===== config.mk =====
export PLATFORM = sky130hd
export DESIGN_NAME = camera_pixel_grabber_flat
export DESIGN_NICKNAME = d
export VERILOG_FILES = /design/src/rtl/camera_pixel_grabber_if.sv /design/src/rtl/camera_pixel_grabber.sv /design/src/flat_wrapper.sv
export SDC_FILE = /design/constraint.sdc
export NUM_CORES = 1
export LEC_CHECK = 0
export ABC_CLOCK_PERIOD_IN_PS = 5000
export CAP_MARGIN = 20
export CORE_MARGIN = 10
export CORE_UTILIZATION = 40
export CTS_CLUSTER_DIAMETER = 50
export CTS_CLUSTER_SIZE = 25
export DETAILED_ROUTE_END_ITERATION = 10
export DONT_BUFFER_PORTS = 1
export PLACE_DENSITY = 0.55
export SYNTH_ARGS = -nofsm -noshare
export SYNTH_HDL_FRONTEND = slang
export SYNTH_SLANG_ARGS = --single-unit

===== constraint.sdc =====
create_clock -name clk -period 5 [get_ports clk]
set_input_delay 1 -clock clk [delete_from_list [all_inputs] [get_ports clk]]
set_output_delay 1 -clock clk [all_outputs]
set_load 0.01 [all_outputs]

===== src/rtl/camera_pixel_grabber_if.sv =====
// rtl/camera_pixel_grabber_if.sv - camera bus, capture control and status bundle
interface camera_pixel_grabber_if #(
  parameter int DATA_W = 12,
  parameter int CNT_W  = 12,
  parameter int FCNT_W = 16
);
  logic [DATA_W-1:0] cam_data;
  logic              cam_fval;
  logic              cam_lval;
  logic              cam_valid;
  logic [CNT_W-1:0]  sel_x;
  logic [CNT_W-1:0]  sel_y;
  logic              capture_req;
  logic [DATA_W-1:0] pixel_out;
  logic              capture_done;
  logic              capture_miss;
  logic              busy;
  logic [FCNT_W-1:0] frame_count;

  modport master (
    output cam_data, cam_fval, cam_lval, cam_valid, sel_x, sel_y, capture_req,
    input  pixel_out, capture_done, capture_miss, busy, frame_count
  );

  modport slave (
    input  cam_data, cam_fval, cam_lval, cam_valid, sel_x, sel_y, capture_req,
    output pixel_out, capture_done, capture_miss, busy, frame_count
  );
endinterface


===== src/rtl/camera_pixel_grabber.sv =====
// rtl/camera_pixel_grabber.sv - captures one pixel at a chosen (x,y) of the next full frame
module camera_pixel_grabber #(
  parameter int DATA_W = 12,
  parameter int CNT_W  = 12,
  parameter int FCNT_W = 16
) (
  input  logic                  clk,
  input  logic                  reset_n,
  camera_pixel_grabber_if.slave bus
);
  typedef enum logic [1:0] {IDLE, ARMED, WAIT_SOF, IN_FRAME} state_t;
  localparam logic [CNT_W-1:0] CNT_MAX = '1;

  state_t            r_state, w_state_nxt;
  logic [DATA_W-1:0] r_data, r_pix;
  logic              r_fval, r_lval, r_valid, r_fval_d, r_lval_d;
  logic [CNT_W-1:0]  r_x, r_y, r_lx, r_ly;
  logic              r_hit, r_done, r_miss, r_busy;
  logic [FCNT_W-1:0] r_fcnt;
  logic              w_pix, w_fval_rise, w_fval_fall, w_lval_fall, w_line_end, w_match;
  logic [CNT_W-1:0]  w_y_eff;
  logic              w_busy_nxt, w_done_nxt, w_miss_nxt, w_hit_nxt, w_load, w_latch;

  assign w_pix       = r_valid & r_lval & r_fval;
  assign w_fval_rise = r_fval & ~r_fval_d;
  assign w_fval_fall = ~r_fval & r_fval_d;
  assign w_lval_fall = ~r_lval & r_lval_d;
  assign w_line_end  = w_lval_fall | w_fval_fall;
  // A pixel coinciding with the FVAL rising edge belongs to row 0 even though r_y clears a cycle later.
  assign w_y_eff     = w_fval_rise ? '0 : r_y;
  assign w_match     = w_pix && (r_x == r_lx) && (w_y_eff == r_ly);

  always_ff @(posedge clk or negedge reset_n) begin
    if (!reset_n) begin
      r_state <= IDLE;
    end else begin
      r_state <= w_state_nxt;
    end
  end

  always_comb begin
    w_state_nxt = r_state;
    w_busy_nxt  = r_busy;
    w_done_nxt  = 1'b0;
    w_miss_nxt  = r_miss;
    w_hit_nxt   = r_hit;
    w_load      = 1'b0;
    w_latch     = 1'b0;
    case (r_state)
      IDLE: begin
        // The done cycle already sits in IDLE; a request there is dropped on purpose.
        if (bus.capture_req && !r_done) begin
          w_state_nxt = ARMED;
          w_busy_nxt  = 1'b1;
          w_miss_nxt  = 1'b0;
          w_latch     = 1'b1;
        end
      end
      ARMED: begin
        if (!r_fval) w_state_nxt = WAIT_SOF;
      end
      WAIT_SOF: begin
        if (w_fval_rise) begin
          w_state_nxt = IN_FRAME;
          w_hit_nxt   = 1'b0;
          if (w_match) begin
            w_load    = 1'b1;
            w_hit_nxt = 1'b1;
          end
        end
      end
      IN_FRAME: begin
        if (w_match && !r_hit) begin
          w_load    = 1'b1;
          w_hit_nxt = 1'b1;
        end
        if (w_fval_fall) begin
          w_state_nxt = IDLE;
          w_done_nxt  = 1'b1;
          w_busy_nxt  = 1'b0;
          w_miss_nxt  = !r_hit;
        end
      end
      default: w_state_nxt = IDLE;
    endcase
  end

  always_ff @(posedge clk or negedge reset_n) begin
    if (!reset_n) begin
      r_data   <= '0;
      r_fval   <= 1'b0;
      r_lval   <= 1'b0;
      r_valid  <= 1'b0;
      r_fval_d <= 1'b0;
      r_lval_d <= 1'b0;
      r_x      <= '0;
      r_y      <= '0;
      r_lx     <= '0;
      r_ly     <= '0;
      r_hit    <= 1'b0;
      r_pix    <= '0;
      r_done   <= 1'b0;
      r_miss   <= 1'b0;
      r_busy   <= 1'b0;
      r_fcnt   <= '0;
    end else begin
      r_data   <= bus.cam_data;
      r_fval   <= bus.cam_fval;
      r_lval   <= bus.cam_lval;
      r_valid  <= bus.cam_valid;
      r_fval_d <= r_fval;
      r_lval_d <= r_lval;

      if (w_line_end)                 r_x <= '0;
      else if (w_pix && r_x != CNT_MAX) r_x <= r_x + CNT_W'(1);

      if (w_fval_rise)                                   r_y <= '0;
      else if (w_lval_fall && r_fval && r_y != CNT_MAX)  r_y <= r_y + CNT_W'(1);

      if (w_fval_fall) r_fcnt <= r_fcnt + FCNT_W'(1);

      if (w_latch) begin
        r_lx <= bus.sel_x;
        r_ly <= bus.sel_y;
      end
      if (w_load) r_pix <= r_data;
      r_hit  <= w_hit_nxt;
      r_done <= w_done_nxt;
      r_miss <= w_miss_nxt;
      r_busy <= w_busy_nxt;
    end
  end

  assign bus.pixel_out    = r_pix;
  assign bus.capture_done = r_done;
  assign bus.capture_miss = r_miss;
  assign bus.busy         = r_busy;
  assign bus.frame_count  = r_fcnt;
endmodule


===== src/flat_wrapper.sv =====
// flat-port wrapper written by rule: the top's interface ports become plain ports
module camera_pixel_grabber_flat 
#(
  parameter int DATA_W = 12,
  parameter int CNT_W  = 12,
  parameter int FCNT_W = 16
)
  (clk, reset_n, bus_cam_data, bus_cam_fval, bus_cam_lval, bus_cam_valid, bus_sel_x, bus_sel_y, bus_capture_req, bus_pixel_out, bus_capture_done, bus_capture_miss, bus_busy, bus_frame_count);
  camera_pixel_grabber_if #(.DATA_W(DATA_W), .CNT_W(CNT_W), .FCNT_W(FCNT_W)) bus_i ();
  input  logic clk;
  input  logic reset_n;
  input wire logic [$bits(bus_i.cam_data)-1:0] bus_cam_data;
  input wire logic [$bits(bus_i.cam_fval)-1:0] bus_cam_fval;
  input wire logic [$bits(bus_i.cam_lval)-1:0] bus_cam_lval;
  input wire logic [$bits(bus_i.cam_valid)-1:0] bus_cam_valid;
  input wire logic [$bits(bus_i.sel_x)-1:0] bus_sel_x;
  input wire logic [$bits(bus_i.sel_y)-1:0] bus_sel_y;
  input wire logic [$bits(bus_i.capture_req)-1:0] bus_capture_req;
  output wire logic [$bits(bus_i.pixel_out)-1:0] bus_pixel_out;
  output wire logic [$bits(bus_i.capture_done)-1:0] bus_capture_done;
  output wire logic [$bits(bus_i.capture_miss)-1:0] bus_capture_miss;
  output wire logic [$bits(bus_i.busy)-1:0] bus_busy;
  output wire logic [$bits(bus_i.frame_count)-1:0] bus_frame_count;
  assign bus_i.cam_data = bus_cam_data;
  assign bus_i.cam_fval = bus_cam_fval;
  assign bus_i.cam_lval = bus_cam_lval;
  assign bus_i.cam_valid = bus_cam_valid;
  assign bus_i.sel_x = bus_sel_x;
  assign bus_i.sel_y = bus_sel_y;
  assign bus_i.capture_req = bus_capture_req;
  assign bus_pixel_out = bus_i.pixel_out;
  assign bus_capture_done = bus_i.capture_done;
  assign bus_capture_miss = bus_i.capture_miss;
  assign bus_busy = bus_i.busy;
  assign bus_frame_count = bus_i.frame_count;
  camera_pixel_grabber #(.DATA_W(DATA_W), .CNT_W(CNT_W), .FCNT_W(FCNT_W)) u_core (.clk(clk), .reset_n(reset_n), .bus(bus_i));
endmodule

=== After elaboration in Yosys (flattened, before gate mapping) ===
Cells that the tools add are included.

* Bits in registers: 99
* Input bits: 42
* Output and inout bits: 31
* Logic and storage cells: 85

* Add/subtract/negate cells: 3
* Eq/ne operators: 12
* Mux-type cells: 27
* Bitwise operators: 9
* Reductions and logical operators: 17

{| class="wikitable"
|+ Operators with widths
! operator !! count
|-
| 12-bit two-way mux || 5
|-
| 12-bit by 1-bit adder with 12-bit output (second input constant) || 2
|-
| 12-bit equality test || 2
|-
| 12-bit inequality test (second input constant) || 2
|-
| 16-bit by 1-bit adder with 16-bit output (second input constant) || 1
|-
| 1-bit two-way mux || 13
|-
| 2-bit two-way mux || 4
|-
| 2-bit by 1-bit inequality test with 1-bit output (second input constant) || 4
|-
| 1-bit one-hot mux with 2 select lines || 4
|-
| 2-bit one-hot mux with 4 select lines || 1
|-
| 2-bit nonzero test || 4
|-
| 1-bit logical AND || 7
|-
| 3-bit AND reduction || 2
|-
| 1-bit bitwise AND || 5
|-
| 2-bit equality test (second input constant) || 2
|-
| 4-bit AND reduction || 1
|-
| 1-bit NOT || 3
|-
| 2-bit by 1-bit equality test with 1-bit output (second input constant) || 1
|-
| 1-bit logical NOT || 2
|-
| 2-bit logical NOT || 1
|-
| 2-bit inequality test (second input constant) || 1
|-
| 1-bit OR || 1
|}

=== Longest topological paths before layout ===
Gate-level depths: netlist (run 1).

* Word-level depth: 8
* Mapped depth: 8
* Mapped depth without buffers: 7

=== Worst setup path before layout (run 1) ===
Ideal clock, no wire load.

* Path kind: register -> register
* From: register u_core.r_x[8]
* To: register u_core.r_pix[10], in the netlist u_core.bus.pixel_out[10]
* Setup time: 125 ps
* Arrival: 1944 ps
* Data required time: 4875 ps
* Setup slack: 2931 ps
* Cell stages (with the launch flop): 8
* Path buffers: 1
* Period minus slack after synthesis: 2069 ps
* Path through: dfrtp_1 > xor2_1 > a221o_1 > nor4b_2 > nand4_1 > nor3_2 > buf_6 > mux2_4

* Cells in the longest elaborated chain, start to end: 6
* Elaborated cells between the ends (all ways): 8
* Classes of those cells: eq/ne: 1; mux: 4; reduce/logical: 3

{| class="wikitable"
|+ Ends and longest elaborated chain
! what !! RTL line !! text
|-
| from (decl) || camera_pixel_grabber.sv:17 || <nowiki>logic [CNT_W-1:0] r_x, r_y, r_lx, r_ly;</nowiki>
|-
| from (signal assigned) || camera_pixel_grabber.sv:115 || <nowiki>else if (w_pix && r_x != CNT_MAX) r_x <= r_x + CNT_W'(1);</nowiki>
|-
| 12-bit equality test * || camera_pixel_grabber.sv:31 || <nowiki>assign w_match = w_pix && (r_x == r_lx) && (w_y_eff == r_ly);</nowiki>
|-
| 1-bit logical AND * (2 in a row) || camera_pixel_grabber.sv:31 ||
|-
| 1-bit two-way mux or 1-bit logical AND (tied branches) || camera_pixel_grabber.sv:66, camera_pixel_grabber.sv:73 ||
|-
| 1-bit two-way mux, on equally long branches || camera_pixel_grabber.sv:63, camera_pixel_grabber.sv:73 ||
|-
| 1-bit one-hot mux with 2 select lines * || camera_pixel_grabber.sv:49 || <nowiki>case (r_state)</nowiki>
|-
| to (signal assigned) || camera_pixel_grabber.sv:126 || <nowiki>if (w_load) r_pix <= r_data;</nowiki>
|-
| to (decl) || camera_pixel_grabber.sv:15 || <nowiki>logic [DATA_W-1:0] r_data, r_pix;</nowiki>
|}

Every way passes the cells marked *; elsewhere a longest branch is shown, timed or not.
A chain may end at the register's enable or synchronous reset.

=== Worst setup path after layout (run 1) ===
* From: register u_core.r_fval
* To: register u_core.r_pix[1], in the netlist u_core.bus.pixel_out[1]

* Cells in the longest elaborated chain, start to end: 7
* Elaborated cells between the ends (all ways): 11
* Classes of those cells: eq/ne: 1; mux: 5; bitwise: 2; reduce/logical: 3

{| class="wikitable"
|+ Ends and longest elaborated chain
! what !! RTL line !! text
|-
| from (decl) || camera_pixel_grabber.sv:16 || <nowiki>logic r_fval, r_lval, r_valid, r_fval_d, r_lval_d;</nowiki>
|-
| from (signal assigned) || camera_pixel_grabber.sv:108 || <nowiki>r_fval <= bus.cam_fval;</nowiki>
|-
| 1-bit bitwise AND || camera_pixel_grabber.sv:25 || <nowiki>assign w_fval_rise = r_fval & ~r_fval_d;</nowiki>
|-
| 12-bit two-way mux || camera_pixel_grabber.sv:30 || <nowiki>assign w_y_eff = w_fval_rise ? '0 : r_y;</nowiki>
|-
| 12-bit equality test || camera_pixel_grabber.sv:31 ||
|-
| 1-bit logical AND || camera_pixel_grabber.sv:31 ||
|-
| 1-bit two-way mux or 1-bit logical AND (tied branches) || camera_pixel_grabber.sv:66, camera_pixel_grabber.sv:73 ||
|-
| 1-bit two-way mux, on equally long branches || camera_pixel_grabber.sv:63, camera_pixel_grabber.sv:73 ||
|-
| 1-bit one-hot mux with 2 select lines * || camera_pixel_grabber.sv:49 ||
|}

Marks and branches as above.

==> impl_metrics.json, run 1 <==
{
  "outcome": "finished, final reports clean",
  "path_class": "reg -> reg",
  "io-pin-count": 73,
  "async_flop_share": 1.00,
  "die_area_um2": 15600,
  "synth_edf_count": 0,
  "synth_cell_types": 48,
  "numClockSinks": 99,
  "hold_path.class": "in -> async",
  "antenna_cells": 0,
  "final_nets": 419,
  "syn-mean-instance-area_um2": 12.1,
  "cp.required_ns": 5.26,
  "vias": 2636,
  "drive_gt1_frac": 0.171,
  "ys_warn_count": 0,
  "antenna_found_initial": 1,
  "slowest_stage": "dfrtp_1",
  "clockBufferDepth": 2,
  "grt_pass1_vias": 2647,
  "rsz0062_at_grt": "no",
  "wl_per_cell_um": 17.4,
  "vias_per_cell": 5.12,
  "multi_input_area_um2": 1840,
  "place.gp.congestion": 0.816,
  "tightest_slew_ns": 0.600,
  "syn_nets": 412,
  "fmax_ghz": 0.413,
  "grt_max_degree": 100,
  "synth_ff_type": "dfrtp_1",
  "area_growth_pct": 8.28,
  "post-route-util": 0.441,
  "clock_latency_ns": 0.38,
  "fin_area_um2": 4760,
  "yosysSeqAreaShare": 0.564,
  "cts_root_buf": "clkbuf_8",
  "worst_ep_arrival_time_ns": 2.68,
  "antenna_left": 0,
  "drv_cap": 0,
  "grt_overflow": 0,
  "slew_viol_final": 0,
  "die_h_um": 125,
  "cts_hold_buf": 0,
  "grtUsageTotal": 0.116,
  "endpoint_kind": "flip-flop",
  "crit_chain": "nor2b_1 -> buf_4 -> nor2_1 -> o32ai_1 -> nand4_1 -> nor3_2 -> buf_4 -> mux2_2",
  "cts_tree": "yes",
  "start_util": 0.407,
  "crit_top_cell": "buf_4",
  "wl_mm": 8.96,
  "remaining_drc_errors": 0,
  "regArea_um2": 2480,
  "fin_tns_setup_ns": 0,
  "cts_inserted_buffers": 9,
  "core_area_um2": 10800,
  "htreeDepth": 3,
  "clkTransAtPathRegs_ns": 0.10,
  "num-fill-cells": 1000,
  "detailed_place_hpwl_mm": 6.47,
  "ir_worst_vdd_mv": 0.219,
  "start_kind": "flip-flop",
  "p_leak_uw": 0.00207,
  "grt_pass1_wl_mm": 14.6,
  "finalHoldViolCount": 0,
  "p_per_area_nw_per_um2": 436,
  "period_share": 0.484,
  "finClkSkew_ns": 0.0124,
  "ys_seq_elements": 99,
  "synthesis.area_um2": 4400,
  "rows": 38,
  "portBuffers": 0,
  "firstDrtPassIters": 4,
  "postSynthCellCount": 363,
  "setup_violations": 0,
  "max_slew_margin": 0.595,
  "cts_setup_buffers": 0,
  "cp_max_fo": 18,
  "cp_slowest_stage_delay_ns": 0.53,
  "period_needed_ns": 2.42,
  "drtIter0Drc": 176,
  "post_cts.resized_instances": 0,
  "postPlaceCellArea_um2": 4560,
  "die_w_um": 125
}
-- synthesized netlist by cell type, types with 2 or more instances --
cell       n  area [µm²]
buf_2      2        10.0
and4_1     4        35.0
nor2b_1    4        25.0
nand3_1    8        40.0
o22ai_1    3        18.8
inv_1     10        37.5
nor2_1    37         139
o32ai_1    3        26.3
a22oi_1    2        15.0
mux2_2    27         304
mux2i_1    2        20.0
a21oi_1    5        25.0
xor2_1    16         140
nor4bb_1   2        20.0
nand2b_1   4        25.0
and2_1     6        37.5
nor3_1     5        25.0
mux2_4    10         150
ha_1       7        87.6
or3_1      2        12.5
o21ai_0    5        25.0
a31oi_1    2        12.5
nand3b_1   2        15.0
nand2_1   21        78.8
dfrtp_1   99        2480
nand4_1   14        87.6
and3_1     4        25.0
xnor2_1   34         298
clkbuf_1   4        15.0
-- where the power goes --
group	internal [µW]	total (µW)	leakage [µW]	switching, µW
combinational	250	419	0.000701	170
sequential	952	1130	0.00127	178
clock	234	526	0.0000958	292
total	1440	2070	0.00207	640
-- placed cells by master, fill, tap and decap left out, types with 4 or more instances in the layout --
| master | netlist | final |
|---|---|---|
| nand2b_1 | 4 | 4 |
| nor2b_1 | 4 | 4 |
| a21oi_1 | 5 | 5 |
| and3_1 | 4 | 4 |
| clkbuf_8 | 0 | 9 |
| inv_1 | 10 | 10 |
| nor3_1 | 5 | 5 |
| mux2_4 | 10 | 10 |
| nand3_1 | 8 | 8 |
| dfrtp_1 | 99 | 99 |
| xor2_1 | 16 | 16 |
| nand2_1 | 21 | 21 |
| mux2_2 | 27 | 27 |
| nand4_1 | 14 | 14 |
| o21ai_0 | 5 | 5 |
| xnor2_1 | 34 | 34 |
| and2_1 | 6 | 6 |
| and4_1 | 4 | 4 |
| buf_4 | 0 | 4 |
| nor2_1 | 37 | 37 |
| ha_1 | 7 | 7 |
-- area by class of cell --
type | count | area share
Clock inverter | 7 | 0.0160
Tap cell | 140 | 0.0368
Multi-Input combinational cell | 245 | 0.386
Clock buffer | 9 | 0.0260
Inverter | 11 | 0.00868
Sequential cell | 99 | 0.521
Timing Repair Buffer | 4 | 0.00631
-- registers in the layout (all words and copies together) (netlist names), 2 cells and up --
name / cells
u_core.bus.frame_count: 16
u_core.bus.pixel_out: 12
u_core.r_data: 12
u_core.r_lx: 12
u_core.r_ly: 12
u_core.r_state: 2
u_core.r_x: 12
u_core.r_y: 12
-- kinds of logic after synthesis --
kind of cell,after synthesis,synth area share
AND/OR/NAND/NOR,120,0.143
AO/OA/AOI/OAI,29,0.0473
multiplexers,39,0.108
flip-flops,99,0.564
adder cells (fa/ha/maj),7,0.0199
buffers and inverters,19,0.0188
XOR/XNOR,50,0.0996
-- layer usage --
metal	GRT usage	up-vias	share of wire	wire length, µm
met5	0	-	0.0015	13
met4	0.0508	2	0.018	160
met3	0.0591	16	0.097	866
met2	0.163	70	0.42	3740
met1	0.145	1281	0.47	4180
li1	-	1267	-	-
-- worst paths after layout --
path / startpoint / to / slack, ns / cells after the start
worst min register to register: u_core.r_lval / u_core.r_lval_d / 0.45 / 0
max in group asynchronous: reset_n / u_core.r_x[9] / 4.57 / 0
worst max register to register: u_core.r_fval / u_core.bus.pixel_out[1] / 2.58 / 8
min in group clk: u_core.r_lval / u_core.r_lval_d / 0.45 / 0
worst min-delay path: reset_n / u_core.bus.pixel_out[3] / 0.30 / 0
worst max-delay path: u_core.r_fval / u_core.bus.pixel_out[1] / 2.58 / 8
-- metrics by stage --
step | setup slack (ns) | total power [µW] | std cells | hold WS (ns)
3_3_place_gp | 2.61 | 1560 | 499 | 0.441
2_1_floorplan | 2.93 | 1450 | 363 | 0.381
6_report | 2.58 | 2070 | 515 | 0.301
5_1_grt | 2.42 | 2210 | 515 | 0.273
3_5_place_dp | 2.56 | 1570 | 499 | 0.436
4_1_cts | 2.53 | 2110 | 515 | 0.286
-- critical path: cells and delay by family, from the launching register on --
family	cells	cell delay [ns]
and+or+nand+nor	4	0.61
DFF	1	0.53
buffers and inverters	2	0.50
muxes	1	0.36
AOI/OAI and AO/OA	1	0.29
Note: power is estimated with default switching activity, not from simulation.
==> run 2, diff against run 1 <==
--- a/config.mk
+++ b/config.mk
@@ -5,7 +5,7 @@
 export SDC_FILE = /design/constraint.sdc
 export NUM_CORES = 1
 export LEC_CHECK = 0
-export ABC_CLOCK_PERIOD_IN_PS = 5000
+export ABC_CLOCK_PERIOD_IN_PS = 2150
 export CAP_MARGIN = 20
 export CORE_MARGIN = 10
 export CORE_UTILIZATION = 40
@@ -13,7 +13,7 @@
 export CTS_CLUSTER_SIZE = 25
 export DETAILED_ROUTE_END_ITERATION = 10
 export DONT_BUFFER_PORTS = 1
-export PLACE_DENSITY = 0.55
+export PLACE_DENSITY = 0.57
 export SYNTH_ARGS = -nofsm -noshare
 export SYNTH_HDL_FRONTEND = slang
 export SYNTH_SLANG_ARGS = --single-unit
==> constraint.sdc (replaced) <==
create_clock -name clk -period 2.15 [get_ports clk]
set_input_delay 0.43 -clock clk [delete_from_list [all_inputs] [get_ports clk]]
set_output_delay 0.43 -clock clk [all_outputs]
set_load 0.01 [all_outputs]
==> impl_metrics.json, run 2 (synthesis results as in run 1) <==
{
  "area_growth_pct": 12.5,
  "clock_latency_ns": 0.37,
  "clockBufferDepth": 2,
  "die_area_um2": 15600,
  "grt_pass1_wl_mm": 14.9,
  "endpoint_kind": "flip-flop",
  "drv_cap": 0,
  "p_leak_uw": 0.00218,
  "cts_tree": "yes",
  "ir_worst_vdd_mv": 0.863,
  "drive_gt1_frac": 0.218,
  "slowest_stage": "dfrtp_1",
  "cts_inserted_buffers": 9,
  "firstDrtPassIters": 5,
  "period_needed_ns": 2.15,
  "setup_violations": 7,
  "cp.required_ns": 2.41,
  "finClkSkew_ns": 0.0108,
  "vias": 2712,
  "finalHoldViolCount": 99,
  "setup_ws_ns": -0.00440,
  "antenna_cells": 0,
  "grt_overflow": 0,
  "layout_commonest_cell": "dfrtp_1",
  "grtUsageTotal": 0.118,
  "final_cell_mix": "99 x dfrtp_1, 37 x nor2_1, 34 x xnor2_1",
  "htreeDepth": 3,
  "crit_chain": "xor2_1 -> a221o_1 -> nor4b_2 -> nand4_1 -> nor3_2 -> buf_12 -> mux2_4",
  "cp_num_buf_inv": 1,
  "regArea_um2": 2480,
  "largest_reg_flops": 16,
  "antenna_found_initial": 0,
  "fmax_ghz": 0.464,
  "violations": "negative hold slack, negative setup slack",
  "path_depth": 7,
  "finalPower_uw": 4950,
  "cp_top_family": "simple AND/OR/NAND/NOR gates",
  "rr_worst_depth": 7,
  "core_area_um2": 10800,
  "place.gp.congestion": 0.820,
  "vias_per_cell": 5.07,
  "slew_viol_final": 0,
  "wl_per_cell_um": 17.2,
  "numClockSinks": 99,
  "hold_path.class": "in -> async",
  "start_kind": "flip-flop",
  "detailed_place_hpwl_mm": 6.69,
  "final_nets": 439,
  "die_h_um": 125,
  "whs_ns": -0.261,
  "p_per_area_nw_per_um2": 1000,
  "path_class": "reg -> reg",
  "outcome": "finished, violations left",
  "num-fill-cells": 1004,
  "cp_slowest_stage_delay_ns": 0.40,
  "grt_pass1_vias": 2813,
  "fin_tns_setup_ns": -0.0169,
  "fin_area_um2": 4950,
  "cts_root_buf": "clkbuf_8",
  "post-route-util": 0.458,
  "postPlaceCellArea_um2": 4720,
  "rows": 38,
  "die_w_um": 125,
  "cp_max_fo": 12,
  "drtIter0Drc": 123,
  "tightest_slew_ns": 0.346,
  "start_util": 0.407,
  "antenna_left": 0,
  "max_slew_margin": 0.769,
  "portBuffers": 0,
  "worst_ep_arrival_time_ns": 2.42,
  "io-pin-count": 73,
  "period_share": 1.00,
  "multi_input_area_um2": 1850,
  "rsz0062_at_grt": "yes",
  "grt_max_degree": 100,
  "remaining_drc_errors": 0,
  "clkTransAtPathRegs_ns": 0.10,
  "wl_mm": 9.18
}
-- run 2: metal layers --
layer,share of wire,vias up,routed length (µm),track usage
met5,0,-,0,0
met4,0.012,0,110,0.0407
met3,0.10,9,937,0.0604
met2,0.43,82,3990,0.174
met1,0.45,1306,4140,0.145
li1,-,1315,-,-
-- run 2: worst reg2reg max path: stages, from the launching register on --
cell and delay [ns]:
dfrtp_1 0.40, xor2_1 0.17, a221o_1 0.28, nor4b_2 0.28
nand4_1 0.20, nor3_2 0.22, buf_12 0.19, mux2_4 0.32
-- run 2: repair_timing --
action                                  4_1_cts  5_1_grt
endpoints found under the hold margin        99       99
gates resized for setup                       2        2
setup buffers                                 0        0
endpoints found under the setup margin       12       12
pin swaps                                     0        0
-- run 2: final cells by class --
class / count / share of cell area
Clock inverter: 7 / 0.0169
Inverter: 11 / 0.00835
Sequential cell: 99 / 0.501
Multi-Input combinational cell: 245 / 0.374
Timing Repair Buffer: 24 / 0.0390
Tap cell: 140 / 0.0354
Clock buffer: 9 / 0.0250
-- run 2: final timing paths --
kind,slack [ns],to,start
hold reg to reg,0.43,u_core.r_lval_d,u_core.r_lval
setup reg to reg,-0.004,u_core.bus.pixel_out[4],u_core.r_x[8]
setup / recovery,-0.004,u_core.bus.pixel_out[4],u_core.r_x[8]
max in group asynchronous,2.24,u_core.bus.frame_count[1],reset_n
hold / removal,-0.26,u_core.bus.pixel_out[6],reset_n
min in group clk,0.08,u_core.r_data[4],bus_cam_data[4]
-- run 2: report_power, final --
group          internal [µW]  switching (µW)
clock                    559             693
combinational            640             457
sequential              2210             386
total                   3410            1540
-- run 2: through the flow --
stage | cells | setup WS, ns
finish | 535 | -0.00440
global route | 535 | -0.120
CTS | 535 | -0.0664
detailed placement | 519 | -0.137
global placement | 519 | -0.104
floorplan | 363 | 0.0814
